===== config.mk =====
export PLATFORM = sky130hd
export DESIGN_NAME = rx_comp_bank_ctrl
export DESIGN_NICKNAME = d
export VERILOG_FILES = /design/src/rtl/rx_comp_bank_ctrl.sv
export SDC_FILE = /design/constraint.sdc
export NUM_CORES = 1
export LEC_CHECK = 0
export CORE_ASPECT_RATIO = 0.7
export CORE_UTILIZATION = 44
export CTS_CLUSTER_SIZE = 16
export DETAILED_ROUTE_END_ITERATION = 8
export PLACE_DENSITY_LB_ADDON = 0.1
export SYNTH_ARGS = -nofsm -noshare
export SYNTH_HDL_FRONTEND = slang
export SYNTH_SLANG_ARGS = --single-unit

===== constraint.sdc =====
create_clock -name clk -period 1.8 [get_ports clk]
set_input_delay 0.36 -clock clk [delete_from_list [all_inputs] [get_ports clk]]
set_output_delay 0.36 -clock clk [all_outputs]
set_load 0.01 [all_outputs]

===== src/rtl/rx_comp_bank_ctrl.sv =====
// Ping-pong coefficient bank sequencer: snoops the compensation stream, swaps banks only
// at frame boundaries and steers host writes into the shadow bank. Optional: RXC_LEN_CHECK_EN.
module rx_comp_bank_ctrl #(
  parameter int DW       = 16,
  parameter int DATA_CNT = 1024,
  parameter int AW       = 10
) (
  input  logic          clk,
  input  logic          reset,
  input  logic          tvalid_s,
  input  logic          tready_s,
  input  logic          tlast_s,
  input  logic          cfg_we,
  input  logic [AW-1:0] cfg_addr,
  input  logic [DW-1:0] cfg_wdata,
  input  logic          cfg_commit,
  output logic          cfg_busy,
  output logic          cfg_err,
  output logic [AW:0]   ram_raddr,
  output logic          ram_we,
  output logic [AW:0]   ram_waddr,
  output logic [DW-1:0] ram_wdata,
  output logic          bank_sel,
  output logic          swap_p,
`ifdef RXC_LEN_CHECK_EN
  output logic          len_err,
`endif
  output logic [15:0]   frame_cnt
);

  typedef enum logic [1:0] {IDLE, RUN, PEND} state_t;

  state_t        state;
  logic [AW-1:0] idx, idx_d;
  logic          hs, eof, swap, bank_d, last_idx;

  assign hs       = tvalid_s & tready_s;
  assign eof      = hs & tlast_s;
  assign last_idx = (idx == AW'(DATA_CNT - 1));

  // A commit in IDLE swaps immediately; otherwise the swap waits for the closing tlast.
  always_comb begin
    swap   = 1'b0;
    idx_d  = idx;
    case (state)
      IDLE:    swap = cfg_commit;
      RUN:     swap = cfg_commit & eof;
      PEND:    swap = eof;
      default: swap = 1'b0;
    endcase
    if (hs) idx_d = (tlast_s | last_idx) ? '0 : idx + AW'(1);
    bank_d = bank_sel ^ swap;
  end

  always_ff @(posedge clk) begin
    if (reset) begin
      state     <= IDLE;
      idx       <= '0;
      bank_sel  <= 1'b0;
      ram_raddr <= '0;
      swap_p    <= 1'b0;
      cfg_busy  <= 1'b0;
      cfg_err   <= 1'b0;
      ram_we    <= 1'b0;
      ram_waddr <= '0;
      ram_wdata <= '0;
      frame_cnt <= '0;
`ifdef RXC_LEN_CHECK_EN
      len_err   <= 1'b0;
`endif
    end else begin
      idx       <= idx_d;
      bank_sel  <= bank_d;
      ram_raddr <= {bank_d, idx_d};
      swap_p    <= swap;
      // Write bank is taken before this edge's swap, so it lands in the newly active bank.
      ram_we    <= cfg_we & (state != PEND);
      cfg_err   <= cfg_we & (state == PEND);
      if (cfg_we && state != PEND) begin
        ram_waddr <= {~bank_sel, cfg_addr};
        ram_wdata <= cfg_wdata;
      end
      if (eof) frame_cnt <= frame_cnt + 16'd1;
`ifdef RXC_LEN_CHECK_EN
      if ((eof && !last_idx) || (hs && !tlast_s && last_idx)) len_err <= 1'b1;
`endif
      case (state)
        IDLE: if (hs && !tlast_s) state <= RUN;
        RUN: begin
          if (eof) state <= IDLE;
          else if (cfg_commit) begin
            state    <= PEND;
            cfg_busy <= 1'b1;
          end
        end
        PEND: if (eof) begin
          state    <= IDLE;
          cfg_busy <= 1'b0;
        end
        default: begin
          state    <= IDLE;
          cfg_busy <= 1'b0;
        end
      endcase
    end
  end

endmodule


### Word-level counts from Yosys, hierarchy flattened

Index checks and enable logic that the tools add are counted.

| word-level totals | value |
|---|---|
| memories | 0 |
| logic and storage cells | 49 |
| ROM bits | 0 |
| flip-flop bits (word level) | 71 |
| input bits | 33 |
| bits in latches | 0 |
| memory bits (writable) | 0 |

| operators by class | value |
|---|---|
| shift operators | 0 |
| $lt $le $gt $ge | 0 |
| equality and inequality tests | 9 |
| divide/modulo/power cells | 0 |
| $mul | 0 |
| bitwise operators | 9 |
| $add $sub $neg | 2 |
| reductions and logical operators | 6 |
| multiplexer cells | 12 |

Operator list:

| cell | number |
|---|---|
| $mux 10 | 2 |
| $add 16x1->16 const B | 1 |
| $add 10x1->10 const B | 1 |
| $eq 10x10->1 const B | 1 |
| $ne 2x2->1 const B | 5 |
| $mux 2 | 4 |
| $pmux 1 s3 | 2 |
| $pmux 2 s3 | 1 |
| $and 1x1->1 | 5 |
| $reduce_and 4->1 | 1 |
| $mux 1 | 3 |
| $ne 3x3->1 const B | 1 |
| $reduce_and 3->1 | 1 |
| $eq 2x1->1 const B | 1 |
| $eq 2x2->1 const B | 1 |
| $logic_and 1x1->1 | 2 |
| $logic_not 2->1 | 1 |
| $not 1->1 | 2 |
| $logic_not 1->1 | 1 |
| $or 1x1->1 | 1 |
| $xor 1x1->1 | 1 |

### Longest topological paths before layout

| depth | value |
|---|---|
| depth after elaboration | 5 |
| gate-level depth with buffers | 6 |
| gate-level depth less buffers | 5 |

### Worst setup path before layout

OpenSTA, ideal clock, no wires.

| timing path | value |
|---|---|
| kind | flip-flop to flip-flop |
| start point | reg ram_raddr[0] (netlist name) |
| end point | reg ram_raddr[2] |
| clock period less this slack | 1.550 ns |
| library setup time | 0.131 ns |
| cell stages (with the launch flop) | 6 |
| required time | 1.669 ns |
| slack | 0.250 ns |
| arrival | 1.419 ns |
| cells stage by stage | dfxtp_1 > ha_1 > and3_1 > a41oi_1 > o21bai_1 > nor2_1 |

RTL lines:

| what | line | RTL |
|---|---|---|
| end signal, assigned | 74 | `ram_raddr <= {bank_d, idx_d};` |
| end, declared | 19 | `output logic [AW:0] ram_raddr,` |

### Final worst setup path

| timing path | value |
|---|---|
| start point | reg ram_raddr[0] |
| end point | out ram_raddr[0] |

No word-level cell between the ends.

==> metrics.txt <==
WP data required 1.44 ns; initial core utilization 46.0%; Min-Delay Startpoint reset; register bit total from synthesis 60; post-route clock period utilization 96.3%; setup slack, reg-to-reg 0.19 ns; minimum hold slack 0.397 ns; Post-CTS Hold Fix Bufs 0; power per cell area 830 mW/mm^2; slew at the pin closest to its max-slew limit 0.352 ns; CTS tree built; DR DRC count 0; Final Max Tran Viols 0; Die W 90.9 microns; sequential-to-total area share from yosys stat 49.4%; dominant cells by area after synthesis dfxtp_1 (49%), nand2_1 (9.9%), a21oi_1 (7.2%), xnor2_1 (4.7%), nor2_1 (3.7%); postcts setup bufs 0; vias in the first global route 2124; WL/cell 12.9 microns; Reg clk slew, reported paths 0.07 ns; final antenna-violating net count 0; top-area cell type share of the netlist area 49.4%; Rows 22; Worst Hold Path EP frame_cnt[8]; die height 64.2 microns; post-synthesis cell type count 39; RePlAce Congestion 0.746; crit end category output port; Total Wirelength 6030 microns; hold path depth 2; final-stage net count 427; hold crit path type in2reg; clk_lat worst skew 0.34 ns; Peak VDD IR 0.481 mV; leading area contributor after synthesis dfxtp_1; PortBufs 91; Crit Reg-Reg Endpoint frame_cnt[10]; CTS Buffer Depth 2; Peak Freq 577 MHz; largest net degree at the start of global routing 29; Leak 0.00141 uW; Final WS setup 0.0668 ns; global route overflow 0; skew final 0.00787 ns; worst-path fanout max 6; DRT Pass-1 Iters 4; Layout Utilization 70.9%; DP HPWL 4290 microns; Initial DRC Count 86; synth warn 0; critical path class reg2out; die area 0.00583 sq mm; share of layout cells above drive strength 1 11.3%; I/O Pins 92; most common cell after layout, fill and taps aside clkdlybuf4s50_1; endpoints failing setup 0; outcome finished clean; CP Data Arrival Time 1.37 ns; RSZ-0062 raised after global routing false; clk root buf clkbuf_8; # diodes 0; highest-count cells in the layout ignoring fill and taps clkdlybuf4s50_1 (90), nand2_1 (64), dfxtp_1 (58); first-pass GRT wire length 9790 microns; final hold vios 0; clock sink total 60; Core Footprint 0.00529 sq mm; CTS buffer count 9; vias post-DR 2273; Syn Nets 320; Synth Cell Area 0.00243 sq mm; Post-Synthesis Cells 285; post-layout min period 1.73 ns; max_cap viols 0; antenna violations before repair 0; Syn Area/Cell 8.53 sq um; pre-CTS setup slack -0.121 ns; CP startpoint kind register; area delta synth->final 54.1%; reg2reg path depth 6; GRT Util Overall 21.6%; Critical R2R Launch frame_cnt[0]; vias per std cell 4.85; Clock H-tree levels 3; max_slew headroom 76.5%
==> synth_stat cells <==
cell       n
a211oi_1   2
buf_2      4
nand2_1   64
a31oi_1    1
a31o_2     1
nor3_1     9
nand4_4    1
nor4_4     1
ha_1       2
o21ai_0    4
nor2_1    24
nand4_1    6
and2_1     2
nor3b_1    1
o21ba_2    1
nand2b_1   3
o21bai_1   1
and3_1     3
and3b_1    1
nor2b_1    2
and4_1     2
mux2_4     2
xnor2_1   13
nor4_1     5
dfxtp_1   60
xor2_1     5
or3_2      1
buf_6      1
nand3_1    7
a21oi_1   35
o21a_1     1
inv_1      4
clkbuf_1   8
a41oi_1    1
buf_4      1
nand4_2    1
nand3b_1   3
and2b_2    1
or3_1      1
==> registers in the layout, indices dropped and copies added (netlist names) <==
register and flops:
ram_wdata 16, ram_waddr 11, cfg_err 1, frame_cnt 16, ram_we 1, swap_p 1, state 2, cfg_busy 1
ram_raddr 11
==> repair_timing <==
action / 4_1_cts / 5_1_grt
resized for setup: 0 / 2
setup endpoints to repair: 0 / 2
endpoints found under the hold margin: 0 / 0
==> area by class of cell <==
cell class / instances / area (sq um)
Tap cell: 72 / 90.1
Timing Repair Buffer: 110 / 1070
Clock buffer: 12 / 145
Multi-Input combinational cell: 207 / 1150
Sequential cell: 60 / 1200
Fill cell: 447 / 1540
Inverter: 4 / 15.0
Clock inverter: 4 / 72.6
==> how the worst max path moves through the flow <==
stage / slack (ns) / to / startpoint / cells after the start
6_report: 0.07 / ram_raddr[0] / ram_raddr[0] / 2
5_1_grt: 0.02 / frame_cnt[11] / frame_cnt[11] / 1
4_1_cts: 0.02 / frame_cnt[4] / frame_cnt[4] / 2
3_5_place_dp: -0.12 / frame_cnt[13] / tlast_s / 5
3_3_place_gp: -0.10 / frame_cnt[15] / tlast_s / 5
2_1_floorplan: 0.25 / ram_raddr[2] / ram_raddr[0] / 5
==> stage by stage <==
stage | instances | total power [uW] | setup TNS [ns] | cell area, sq um
floorplan | 285 | 1590 | 0 | 2430
CTS | 469 | 3140 | 0 | 3740
global placement | 453 | 1800 | -0.628 | 3530
finish | 469 | 3110 | 0 | 3750
detailed placement | 453 | 1810 | -0.843 | 3530
global route | 469 | 3240 | 0 | 3750
==> power breakdown <==
| part | switching, uW | internal [uW] |
|---|---|---|
| sequential | 32.5 | 1380 |
| clock | 512 | 816 |
| combinational | 158 | 212 |
==> per-layer routing <==
metal	up-vias	share of wire, %	global-route usage [%]
met5	-	0	0
li1	1179	-	-
met2	46	46	35.0
met1	1041	48	26.3
met4	0	0.66	7.74
met3	7	5.2	8.21
==> critical path, stage by stage, from the launching register on <==
cell and delay [ns]:
dfxtp_1 0.36, buf_4 0.15, clkdlybuf4s50_1 0.53
==> kinds of logic after synthesis <==
kind of cell    after synthesis  share of synthesized area [%]
simple gates                138                           27.8
flops                        60                           49.4
compound gates               47                           10.6
xor+xnor                     18                           6.48
buf+inv                      18                           3.45
mux                           2                           1.23
fa+ha+maj                     2                           1.03
Power figures use the tool's default switching activity.
